**src/rtl/tmnt_rom_port.sv**
```systemverilog
// tmnt_rom_port: arbitrates the 68k, tile, sprite and theme ROM read ports onto one SDRAM read channel
// Ports: clk_sys/reset (async, active-high); <ch>_rom_req strobe, <ch>_rom_addr word address, <ch>_rom_dout data;
//        sdram_dtack 68k ready; sd_req/sd_addr to SDRAM, sd_ack/sd_valid/sd_dout from SDRAM.
module tmnt_rom_port #(
  parameter logic [24:0] M68K_BASE  = 25'h0000000,
  parameter logic [24:0] TILES_BASE = 25'h0100000,
  parameter logic [24:0] SPR_BASE   = 25'h0200000,
  parameter logic [24:0] THEME_BASE = 25'h0400000
) (
  input  logic        clk_sys,
  input  logic        reset,
  input  logic        m68k_rom_req,
  input  logic [17:0] m68k_rom_addr,
  output logic [15:0] m68k_rom_dout,
  output logic        sdram_dtack,
  input  logic        tiles_rom_req,
  input  logic [17:0] tiles_rom_addr,
  output logic [31:0] tiles_rom_dout,
  input  logic        spr_rom_req,
  input  logic [18:0] spr_rom_addr,
  output logic [31:0] spr_rom_dout,
  input  logic        theme_rom_req,
  input  logic [17:0] theme_rom_addr,
  output logic [31:0] theme_rom_dout,
  output logic        sd_req,
  output logic [24:0] sd_addr,
  input  logic        sd_ack,
  input  logic        sd_valid,
  input  logic [31:0] sd_dout
);
  localparam logic [1:0] S_IDLE = 2'd0, S_ISSUE = 2'd1, S_WAIT = 2'd2;
  logic [1:0]  st_q, st_d;
  logic [3:0]  pend_q, pend_d, req;
  logic [1:0]  ch_q, ch_d, sel;
  logic        wsel_q, wsel_d;
  logic [24:0] addr_q, addr_d, sel_addr;
  logic [17:0] am_q, at_q, ah_q;
  logic [18:0] as_q;
  logic [15:0] dm_q;
  logic [31:0] dt_q, ds_q, dh_q;
  logic        dtack_q, dtack_d, grant, done;
  assign req = {theme_rom_req, spr_rom_req, tiles_rom_req, m68k_rom_req};
  assign sel = pend_q[0] ? 2'd0 : pend_q[1] ? 2'd1 : pend_q[2] ? 2'd2 : 2'd3;
  // 68k addresses 16-bit words, so two consecutive words share one 32-bit SDRAM fetch
  assign sel_addr = sel == 2'd0 ? M68K_BASE + 25'({am_q[17:1], 2'b00}) :
                    sel == 2'd1 ? TILES_BASE + 25'({at_q, 2'b00}) :
                    sel == 2'd2 ? SPR_BASE + 25'({as_q, 2'b00}) :
                                  THEME_BASE + 25'({ah_q, 2'b00});
  assign grant = st_q == S_IDLE && |pend_q;
  assign done = st_q == S_WAIT && sd_valid;
  always_comb begin
    st_d = grant ? S_ISSUE : (st_q == S_ISSUE && sd_ack) ? S_WAIT : done ? S_IDLE : st_q;
    // a strobe arriving on the granted channel in the grant cycle re-arms it for a second fetch
    pend_d = (pend_q & ~(grant ? 4'b0001 << sel : 4'b0000)) | req;
    ch_d = grant ? sel : ch_q;
    // word select is frozen at grant so a later 68k strobe cannot alter the half returned
    wsel_d = grant ? am_q[0] : wsel_q;
    addr_d = grant ? sel_addr : addr_q;
    dtack_d = m68k_rom_req ? 1'b0 : (done && ch_q == 2'd0 && !pend_q[0]) ? 1'b1 : dtack_q;
  end
  always_ff @(posedge clk_sys or posedge reset) begin
    if (reset) begin
      st_q <= S_IDLE;
      pend_q <= '0;
      ch_q <= '0;
      wsel_q <= 1'b0;
      addr_q <= '0;
      dtack_q <= 1'b1;
      am_q <= '0;
      at_q <= '0;
      as_q <= '0;
      ah_q <= '0;
      dm_q <= '0;
      dt_q <= '0;
      ds_q <= '0;
      dh_q <= '0;
    end else begin
      st_q <= st_d;
      pend_q <= pend_d;
      ch_q <= ch_d;
      wsel_q <= wsel_d;
      addr_q <= addr_d;
      dtack_q <= dtack_d;
      if (m68k_rom_req) am_q <= m68k_rom_addr;
      if (tiles_rom_req) at_q <= tiles_rom_addr;
      if (spr_rom_req) as_q <= spr_rom_addr;
      if (theme_rom_req) ah_q <= theme_rom_addr;
      if (done && ch_q == 2'd0) dm_q <= wsel_q ? sd_dout[31:16] : sd_dout[15:0];
      if (done && ch_q == 2'd1) dt_q <= sd_dout;
      if (done && ch_q == 2'd2) ds_q <= sd_dout;
      if (done && ch_q == 2'd3) dh_q <= sd_dout;
    end
  end
  assign sd_req = st_q == S_ISSUE;
  assign sd_addr = addr_q;
  assign sdram_dtack = dtack_q;
  assign m68k_rom_dout = dm_q;
  assign tiles_rom_dout = dt_q;
  assign spr_rom_dout = ds_q;
  assign theme_rom_dout = dh_q;
endmodule
```
**config.mk**
```make
export PLATFORM = sky130hd
export DESIGN_NAME = tmnt_rom_port
export DESIGN_NICKNAME = d
export VERILOG_FILES = /design/src/rtl/tmnt_rom_port.sv
export SDC_FILE = /design/constraint.sdc
export NUM_CORES = 1
export LEC_CHECK = 0
export ABC_AREA = 1
export BUFFER_PORTS_ARGS = -buffer_cell sky130_fd_sc_hd__buf_2
export CELL_PAD_IN_SITES_DETAIL_PLACEMENT = 1
export CELL_PAD_IN_SITES_GLOBAL_PLACEMENT = 2
export CORE_ASPECT_RATIO = 1.2
export CORE_MARGIN = 2
export CORE_UTILIZATION = 33
export DETAILED_ROUTE_END_ITERATION = 8
export MAX_ROUTING_LAYER = met4
export PLACE_DENSITY = 0.82
export RECOVER_POWER = 50
export SYNTH_ARGS = -nofsm -noshare
export SYNTH_HDL_FRONTEND = slang
export SYNTH_SLANG_ARGS = --single-unit
```
**constraint.sdc**
```tcl
create_clock -name clk_sys -period 12.9 [get_ports clk_sys]
set_input_delay 0.645 -clock clk_sys [delete_from_list [all_inputs] [get_ports clk_sys]]
set_output_delay 0.645 -clock clk_sys [all_outputs]
set_load 0.005 [all_outputs]
```
==> impl_metrics.py, run 1 <==
metrics = {
    "outcome": {
        "status": "finished, violations left",
        "violations": "max-capacitance violations, max-slew violations",
    },
    "routing": {
        "ant_nets": 0,
        "totalWireLength_mm": 27.0,
        "wl_per_cell_um": 17.5,
        "first_pass_iters": 4,
        "drc": 0,
        "route.vias.total": 7173,
        "drt-initial-drc-count": 305,
        "post_drt_via_cell_ratio": 4.64,
    },
    "floorplanning": {
        "dieArea_sq_um": 28600,
        "core_area_sq_um": 26900,
        "die_y_um": 185,
        "fp-row-count": 66,
        "pin_count": 252,
        "die_x_um": 155,
        "start_util_pct": 33.4,
    },
    "synthesis": {
        "async_flop_share_pct": 100,
        "synth_edf_count": 0,
        "synthCells": 968,
        "synth-seq-cells": 216,
        "synth.most_common_cell": "nand2_1",
        "yosys.area.top_type": "dfrtp_1",
        "synth_top_family_by_area": "simple AND/OR/NAND/NOR gates",
        "ys_types": 28,
        "synth_adder_area_share_pct": 0,
        "synth.area.top_cells": "dfrtp_1, nand2_1, o21ai_0, inv_1, mux2_2",
        "yosys_warnings": 0,
        "synth_compound_area_share_pct": 11.3,
        "synth-xor-area-share_pct": 0,
        "yosysTopAreaCellShare_pct": 59.9,
        "synth_ff_type": "dfrtp_1",
        "synthesis.area_sq_um": 8980,
        "yosys.area_share.simple_pct": 18.3,
        "ys_seq_area_share_pct": 60.2,
        "yosys-top-cells-count": "nand2_1, dfrtp_1, o21ai_0, inv_1, nand3_1",
        "synthMuxAreaShare_pct": 2.26,
        "syn_area_per_cell_sq_um": 9.28,
    },
    "grt": {
        "grtUsageTotal_pct": 19.4,
        "grt_pass1_vias": 7468,
        "gr-total-overflow": 0,
        "antenna_found_initial": 0,
        "grt_pass1_wl_mm": 42.1,
        "grt_max_degree": 154,
    },
    "cells_and_area": {
        "stdcell_count": 1545,
        "fin_nets": 1304,
        "layout-drive-gt1-share_pct": 25.2,
        "post-route-util_pct": 40.9,
        "syn_to_final_growth_pct": 22.6,
        "antenna_cells": 0,
    },
    "clock_tree": {
        "post_cts_resized": 0,
        "cts_tree": "done",
        "cts_buffers": 24,
        "clk_pin_slew_ns": 0.06,
        "post_cts.repair.setup_buffers": 0,
        "clock_path_buffers": 3,
        "root_buffer": "clkbuf_16",
        "clk_latency_ns": 0.51,
        "clock-sinks": 216,
        "ctsHoldBuffers": 0,
        "htreeDepth": 1,
    },
    "power": {
        "p_per_area_nw_per_um2": 181,
        "vdd_drop_max_mv": 0.0729,
        "leakagePower_nw": 5.77,
    },
    "timing": {
        "fin_worst_skew_ns": 0.00875,
        "setup_violations": 0,
        "max_freq_mhz": 191,
        "rsz0062_at_grt": "no",
        "drv_slew": 188,
        "worst_slack_ns": 7.65,
        "hold_viol": 0,
        "slew_headroom_pct": -352,
        "period_share_pct": 40.7,
        "finalSetupTns_ns": 0,
        "final.min_clock_period_ns": 5.25,
        "tightest_slew_ns": 6.75,
    },
    "worst_setup_path": {
        "critPathTopFamily": "buffers and inverters",
        "slowest_delay_ns": 3.73,
        "worst-path-buf-inv": 2,
        "crit_fanout": 153,
        "crit_chain": "buf_2, clkinvlp_2",
        "path_class": "in -> async",
        "cp-start-kind": "primary input",
        "required_ns": 12.25,
        "critPathCaptureType": "async pin",
        "cp_slowest_cell": "clkinvlp_2",
        "arrival_ns": 4.60,
    },
    "place": {
        "dp.cells": 1505,
        "dp_hpwl_mm": 19.7,
        "pre_cts_ws_ns": 10.38,
        "io_buffers": 247,
        "gp_congestion": 0.798,
    },
    "job": {
        "maxCapViolations": 2,
    },
    "worst_hold_path": {
        "hold_class": "in -> reg",
    },
}
## stage by stage
stage	hold slack (ns)	power, mW	instance area (sq um)
after floorplan	0.442	1.15	8990
after global placement	0.454	1.34	10300
after detailed placement	0.459	1.36	10300
after CTS	0.319	2.03	11100
after global routing	0.335	2.12	11000
final	0.341	1.99	11000
## final cells by class
type / instances / area, sq um
clock buffers: 33 / 696
clock inverters: 7 / 62.6
fillers: 3229 / 15900
inverters: 86 / 329
multi-input cells: 613 / 2870
flip-flops and latches: 216 / 5410
well taps: 340 / 425
repair buffers: 250 / 1230
## sequential cells by signal, summed over array words and instances (netlist names), 4 cells and up
signal	cells
theme_rom_dout	32
pend_q	4
spr_rom_dout	32
at_q	18
am_q	18
sd_addr	21
as_q	19
ah_q	18
tiles_rom_dout	32
m68k_rom_dout	16
## per-layer routing
| metal | global-route usage (%) | wire, um |
|---|---|---|
| met1 | 23.7 | 11400 |
| met2 | 34.7 | 13900 |
| met3 | 2.82 | 1330 |
| met4 | 3.56 | 335 |
| met5 | - | 0 |
## placed cells by master, fill, tap and decap left out
master / synthesis / layout
a21oi_1: 28 / 28
nand2_1: 325 / 325
clkinvlp_4: 0 / 1
inv_2: 2 / 2
clkinvlp_2: 0 / 1
clkbuf_16: 0 / 25
nor2_2: 1 / 1
clkinv_1: 1 / 1
inv_1: 82 / 81
o21ai_1: 32 / 32
buf_4: 13 / 2
nand3_1: 36 / 37
nor2_1: 21 / 21
nand2_2: 1 / 1
clkbuf_1: 16 / 27
clkinv_2: 0 / 5
dfrtp_1: 215 / 215
conb_1: 1 / 4
nor2_4: 2 / 2
nand4_1: 1 / 1
mux2_2: 18 / 18
dfstp_2: 1 / 1
nor3_4: 1 / 1
nand2_4: 2 / 2
bufinv_16: 0 / 1
nand3_4: 5 / 4
o21bai_1: 3 / 3
a21oi_2: 7 / 7
clkinv_4: 1 / 1
clkbuf_8: 0 / 4
buf_2: 11 / 225
o21ai_0: 126 / 126
## report_power, final
part           internal [mW]  switching, mW
combinational          0.171          0.266
sequential             0.805         0.0897
clock                  0.394          0.269
## kinds of logic (layout without fill, tap and decap cells)
logic type | after synthesis | after routing
AO/OA/AOI/OAI | 196 | 196
other | 1 | 4
multiplexers | 18 | 18
flip-flops | 216 | 216
AND/OR/NAND/NOR | 395 | 395
buffers and inverters | 142 | 376
## worst paths after layout
kind,startpoint,end,slack (ns),cells after the start
min in group asynchronous,reset,theme_rom_dout[5]$_DFFE_PP0P_,2.27,2
hold / removal,spr_rom_addr[4],as_q[4]$_DFFE_PP0P_,0.34,3
max in group clk_sys,st_q[0]$_DFFE_PP0P_,m68k_rom_dout[5]$_DFFE_PP0P_,10.41,6
setup reg to reg,st_q[0]$_DFFE_PP0P_,m68k_rom_dout[5]$_DFFE_PP0P_,10.41,6
hold reg to reg,sdram_dtack$_DFFE_PP1P_,sdram_dtack$_DFFE_PP1P_,0.47,2
setup / recovery,reset,am_q[10]$_DFFE_PP0P_,7.65,2
(Power assumes the default switching activity.)
==> run 2, diff against run 1 <==
- CORE_UTILIZATION: 33 -> 31
- PLACE_DENSITY: 0.82 -> 0.78
- clock period: 12.9 -> 4.87 ns (I/O delays scaled with it)
==> impl_metrics.py, run 2 (synthesis gave the netlist of run 1 again) <==
metrics = {
    "worst_setup_path": {
        "crit_fanout": 41,
        "critPathCaptureType": "flop",
        "arrival_ns": 2.84,
        "required_ns": 5.33,
        "path_class": "reg -> reg",
        "cp-start-kind": "flop",
    },
    "timing": {
        "final.min_clock_period_ns": 2.38,
        "rsz0062_at_grt": "no",
        "hold_viol": 0,
        "max_freq_mhz": 420,
        "tightest_slew_ns": 1.12,
        "period_share_pct": 48.9,
        "slew_headroom_pct": 25.5,
        "worst_slack_ns": 2.49,
        "fin_worst_skew_ns": 0.0105,
        "finalSetupTns_ns": 0,
        "setup_violations": 0,
        "drv_slew": 0,
    },
    "floorplanning": {
        "dieArea_sq_um": 30400,
        "fp-row-count": 68,
        "die_x_um": 159,
        "pin_count": 252,
        "start_util_pct": 31.3,
        "die_y_um": 190,
        "core_area_sq_um": 28700,
    },
    "cells_and_area": {
        "layout-drive-gt1-share_pct": 25.7,
        "syn_to_final_growth_pct": 32.6,
        "final_common_cell": "nand2_1",
        "fin_nets": 1382,
        "design_area_sq_um": 11900,
        "post-route-util_pct": 41.5,
        "n_fill_cell": 3388,
        "mostFrequentLayoutCells": "nand2_1, buf_2, dfrtp_1",
    },
    "clock_tree": {
        "root_buffer": "clkbuf_16",
        "clk_pin_slew_ns": 0.06,
        "clk_latency_ns": 0.52,
        "clock-sinks": 216,
        "htreeDepth": 1,
        "cts_buffers": 25,
        "clock_path_buffers": 3,
        "post_cts_resized": 0,
        "cts_tree": "done",
    },
    "routing": {
        "route.vias.total": 7568,
        "drc": 0,
        "ant_nets": 0,
        "first_pass_iters": 4,
        "totalWireLength_mm": 28.9,
        "wl_per_cell_um": 17.3,
        "drt-initial-drc-count": 444,
        "post_drt_via_cell_ratio": 4.53,
    },
    "place": {
        "dp_hpwl_mm": 20.5,
        "io_buffers": 247,
        "pre_cts_ws_ns": 2.49,
        "gp_congestion": 0.840,
        "postPlaceCellArea_sq_um": 10400,
    },
    "job": {
        "maxCapViolations": 0,
    },
    "power": {
        "p_per_area_nw_per_um2": 451,
        "p_total_mw": 5.38,
        "vdd_drop_max_mv": 0.242,
        "leakagePower_nw": 6.19,
    },
    "grt": {
        "grtUsageTotal_pct": 19.6,
        "antenna_found_initial": 1,
        "grt_pass1_vias": 7881,
        "grt_max_degree": 110,
        "gr-total-overflow": 0,
        "grt_pass1_wl_mm": 45.3,
    },
    "worst_hold_path": {
        "hold_class": "in -> reg",
    },
    "outcome": {
        "status": "finished, final reports clean",
    },
}
## run 2: cell types whose count changed in the layout (fill, tap and decap cells not counted), sizes merged
cell / change
buf: +21
dlygate4sd3: +75
diode: +1
clkbuf: -18
bufinv: -1
clkinvlp: -1
clkinv: +4
inv: +1
## run 2: path summary, 6_finish.rpt
kind,from,end,slack (ns),cells after the start
min,sd_dout[10],theme_rom_dout[10]$_DFFE_PP0P_,0.03,3
min reg2reg,sdram_dtack$_DFFE_PP1P_,sdram_dtack$_DFFE_PP1P_,0.46,2
min in group asynchronous,reset,ah_q[11]$_DFFE_PP0P_,0.30,3
max,pend_q[0]$_DFF_PP0_,sd_addr[12]$_DFFE_PP0P_,2.49,6
max reg2reg,pend_q[0]$_DFF_PP0_,sd_addr[12]$_DFFE_PP0P_,2.49,6
max in group asynchronous,reset,sd_addr[3]$_DFFE_PP0P_,3.56,4
## run 2: through the flow
| stage | cells | hold WS (ns) |
|---|---|---|
| after floorplan | 971 | 0.356 |
| after global routing | 1672 | 0.0225 |
| final | 1672 | 0.0277 |
| after CTS | 1671 | 0.00371 |
| after global placement | 1552 | 0.216 |
| after detailed placement | 1552 | 0.216 |
## run 2: area by class of cell
type | count | area, sq um | area share [%]
Clock inverter | 10 | 61.3 | 0.515
Clock buffer | 34 | 719 | 6.04
Timing Repair Buffer | 327 | 2030 | 17.1
Multi-Input combinational cell | 613 | 2880 | 24.2
Antenna cell | 1 | 2.50 | 0.0210
Sequential cell | 216 | 5410 | 45.4
Inverter | 86 | 329 | 2.76
Tap cell | 385 | 482 | 4.04
## run 2: what timing repair did
| action | in CTS | in global routing |
|---|---|---|
| hold endpoints to repair | 84 | 0 |
| hold buffers | 75 | 0 |
| setup buffers | 0 | 0 |
## run 2: layer usage
| layer | wire, um | vias to the layer above | track usage, % |
|---|---|---|---|
| li1 | - | 3664 | - |
| met5 | 0 | - | - |
| met2 | 14600 | 214 | 34.1 |
| met3 | 1430 | 34 | 3.44 |
| met1 | 12200 | 3656 | 23.6 |
| met4 | 684 | 0 | 5.24 |
## run 2: where the power goes
group | total [mW] | internal (mW) | switching [mW] | leakage, nW
Combinational | 1.22 | 0.505 | 0.719 | 3.06
Sequential | 2.37 | 2.13 | 0.238 | 2.74
Clock | 1.78 | 1.03 | 0.752 | 0.395
Total | 5.38 | 3.67 | 1.71 | 6.19
## run 2: critical path: stages, from the launching register on
cell and delay [ns]:
dfrtp_1 0.99, nor2_4 0.18, nand2_1 0.17, nand2_4 0.26
nor2_2 0.49, nand3_1 0.14, nand2_1 0.08
==> run 3, diff against run 2 <==
- ABC_AREA: 1 -> 0
- CORE_UTILIZATION: 31 -> 32
- PLACE_DENSITY: 0.78 -> 0.74
- clock period: 4.87 -> 2.1 ns (I/O delays scaled with it)
==> impl_metrics.py, run 3 <==
metrics = {
    "synthesis": {
        "synth_ff_type": "dfrtp_1",
        "synthesis.area_sq_um": 9030,
        "ys_seq_area_share_pct": 59.8,
        "synthMuxAreaShare_pct": 29.0,
        "synth_compound_area_share_pct": 4.51,
        "synth_edf_count": 0,
        "synthCells": 610,
        "ys_types": 35,
        "synth_top_family_by_area": "multiplexers",
        "synth.area.top_cells": "dfrtp_1, mux2_2, mux2_4, o211ai_1, nand2b_1",
        "yosys-top-cells-count": "dfrtp_1, mux2_2, mux2_4, nand2_1",
        "synth_adder_area_share_pct": 0,
        "async_flop_share_pct": 100,
        "syn_area_per_cell_sq_um": 14.8,
        "yosysTopAreaCellShare_pct": 59.5,
        "yosys.area.top_type": "dfrtp_1",
        "synth.most_common_cell": "dfrtp_1",
        "synth-xor-area-share_pct": 0,
        "yosys.area_share.simple_pct": 3.61,
        "synth-seq-cells": 216,
        "yosys_warnings": 0,
    },
    "timing": {
        "hold_viol": 0,
        "setup_violations": 0,
        "period_share_pct": 86.2,
        "fin_worst_skew_ns": 0.0115,
        "hold-worst-slack_ns": 0.109,
        "tightest_slew_ns": 1.48,
        "slew_headroom_pct": 0.526,
        "final.min_clock_period_ns": 1.81,
        "worst_slack_ns": 0.291,
        "rsz0062_at_grt": "no",
        "drv_slew": 0,
        "max_freq_mhz": 553,
        "finalSetupTns_ns": 0,
    },
    "power": {
        "swShare_pct": 27.6,
        "switchingPower_mw": 3.88,
        "p_int_mw": 10.2,
        "p_per_area_nw_per_um2": 1100,
        "p_total_mw": 14.0,
        "seq_power_share_pct": 40.6,
        "leakagePower_nw": 6.29,
        "clockPowerShare_pct": 34.5,
        "combPwrFrac_pct": 24.9,
        "vdd_drop_max_mv": 0.620,
    },
    "clock_tree": {
        "clk_latency_ns": 0.52,
        "clk_pin_slew_ns": 0.05,
        "clock-sinks": 216,
        "root_buffer": "clkbuf_16",
        "cts_buffers": 26,
        "post_cts.repair.setup_buffers": 0,
        "cts_tree": "done",
        "htreeDepth": 1,
        "clock_path_buffers": 3,
    },
    "floorplanning": {
        "pin_count": 252,
        "dieArea_sq_um": 29600,
        "die_x_um": 157,
        "start_util_pct": 32.5,
        "fp-row-count": 67,
        "core_area_sq_um": 27800,
        "die_y_um": 188,
    },
    "cells_and_area": {
        "fin_nets": 1088,
        "antenna_cells": 0,
        "design_area_sq_um": 12800,
        "final_common_cell": "buf_2",
        "mostFrequentLayoutCells": "buf_2, dfrtp_1, mux2_2",
        "layout-drive-gt1-share_pct": 54.9,
        "syn_to_final_growth_pct": 41.7,
    },
    "grt": {
        "antenna_found_initial": 0,
        "grtUsageTotal_pct": 17.5,
        "grt_max_degree": 43,
        "grt_pass1_wl_mm": 39.9,
        "grt_pass1_vias": 6986,
        "gr-total-overflow": 0,
    },
    "routing": {
        "ant_nets": 0,
        "drt-initial-drc-count": 185,
        "route.vias.total": 6268,
        "wl_per_cell_um": 18.3,
        "totalWireLength_mm": 25.1,
        "drc": 0,
        "first_pass_iters": 4,
        "post_drt_via_cell_ratio": 4.56,
    },
    "place": {
        "gp_congestion": 0.770,
        "io_buffers": 247,
        "dp_hpwl_mm": 17.1,
        "postPlaceCellArea_sq_um": 10800,
        "pre_cts_ws_ns": 0.293,
    },
    "outcome": {
        "status": "finished, violations left",
        "violations": "max-capacitance violations",
    },
    "worst_hold_path": {
        "hold_class": "in -> reg",
    },
    "worst_setup_path": {
        "cp-start-kind": "flop",
        "crit_fanout": 32,
        "path_class": "reg -> reg",
        "required_ns": 2.49,
        "critPathCaptureType": "flop",
        "arrival_ns": 2.20,
    },
    "job": {
        "maxCapViolations": 1,
    },
}
-- run 3: timing repair --
item	in CTS	in global routing
hold endpoints to repair	207	0
hold buffers	108	0
resized for setup	0	0
-- run 3: worst paths after layout --
kind | startpoint | to | slack, ns | cells after the start
max | st_q[0]$_DFFE_PP0P_ | spr_rom_dout[15]$_DFFE_PP0P_ | 0.29 | 4
min | tiles_rom_req | pend_q[1]$_DFF_PP0_ | 0.11 | 2
max reg2reg | st_q[0]$_DFFE_PP0P_ | spr_rom_dout[15]$_DFFE_PP0P_ | 0.29 | 4
min reg2reg | at_q[5]$_DFFE_PP0P_ | at_q[5]$_DFFE_PP0P_ | 0.50 | 1
max in group asynchronous | reset | at_q[10]$_DFFE_PP0P_ | 0.36 | 4
min in group asynchronous | reset | theme_rom_dout[0]$_DFFE_PP0P_ | 0.51 | 3
-- run 3: metal layers --
layer,global-route usage [%],wire (um)
met5,-,0
met4,3.04,308
met3,3.67,1570
met2,30.2,12700
met1,21.4,10500
-- run 3: cell type report --
type / count / area, sq um
fill: 2926 / 15000
sequential: 216 / 5410
multi-input combinational: 350 / 3390
timing repair buffer: 376 / 2560
clock buffer: 38 / 797
tap: 379 / 474
clock inverter: 10 / 159
inverter: 5 / 20.0
-- run 3: power groups by stage --
stage | registers, mW | logic, mW | clock network (mW)
2_1_floorplan | 5.71 | 1.81 | 0
3_3_place_gp | 5.74 | 3.33 | 0
3_5_place_dp | 5.78 | 3.40 | 0
4_1_cts | 5.71 | 3.57 | 5.00
5_1_grt | 5.82 | 3.89 | 5.18
6_report | 5.69 | 3.50 | 4.85
-- run 3: metrics by stage --
step | util (%) | cells
after global placement | 38.8 | 1218
after global routing | 46.0 | 1374
after CTS | 46.1 | 1374
after detailed placement | 38.8 | 1218
after floorplan | - | 613
final | 46.0 | 1374
-- run 3: cells by family after synthesis --
kind of cell / after synthesis
other: 1
flip-flops: 216
AO/OA/AOI/OAI: 66
AND/OR/NAND/NOR: 57
buffers and inverters: 47
multiplexers: 223
-- run 3: worst max-delay path, stage by stage (launching register included) --
cell and delay (ns):
dfrtp_1 0.43, nand3b_4 0.21, or3b_2 0.49, buf_12 0.22, mux2_4 0.32
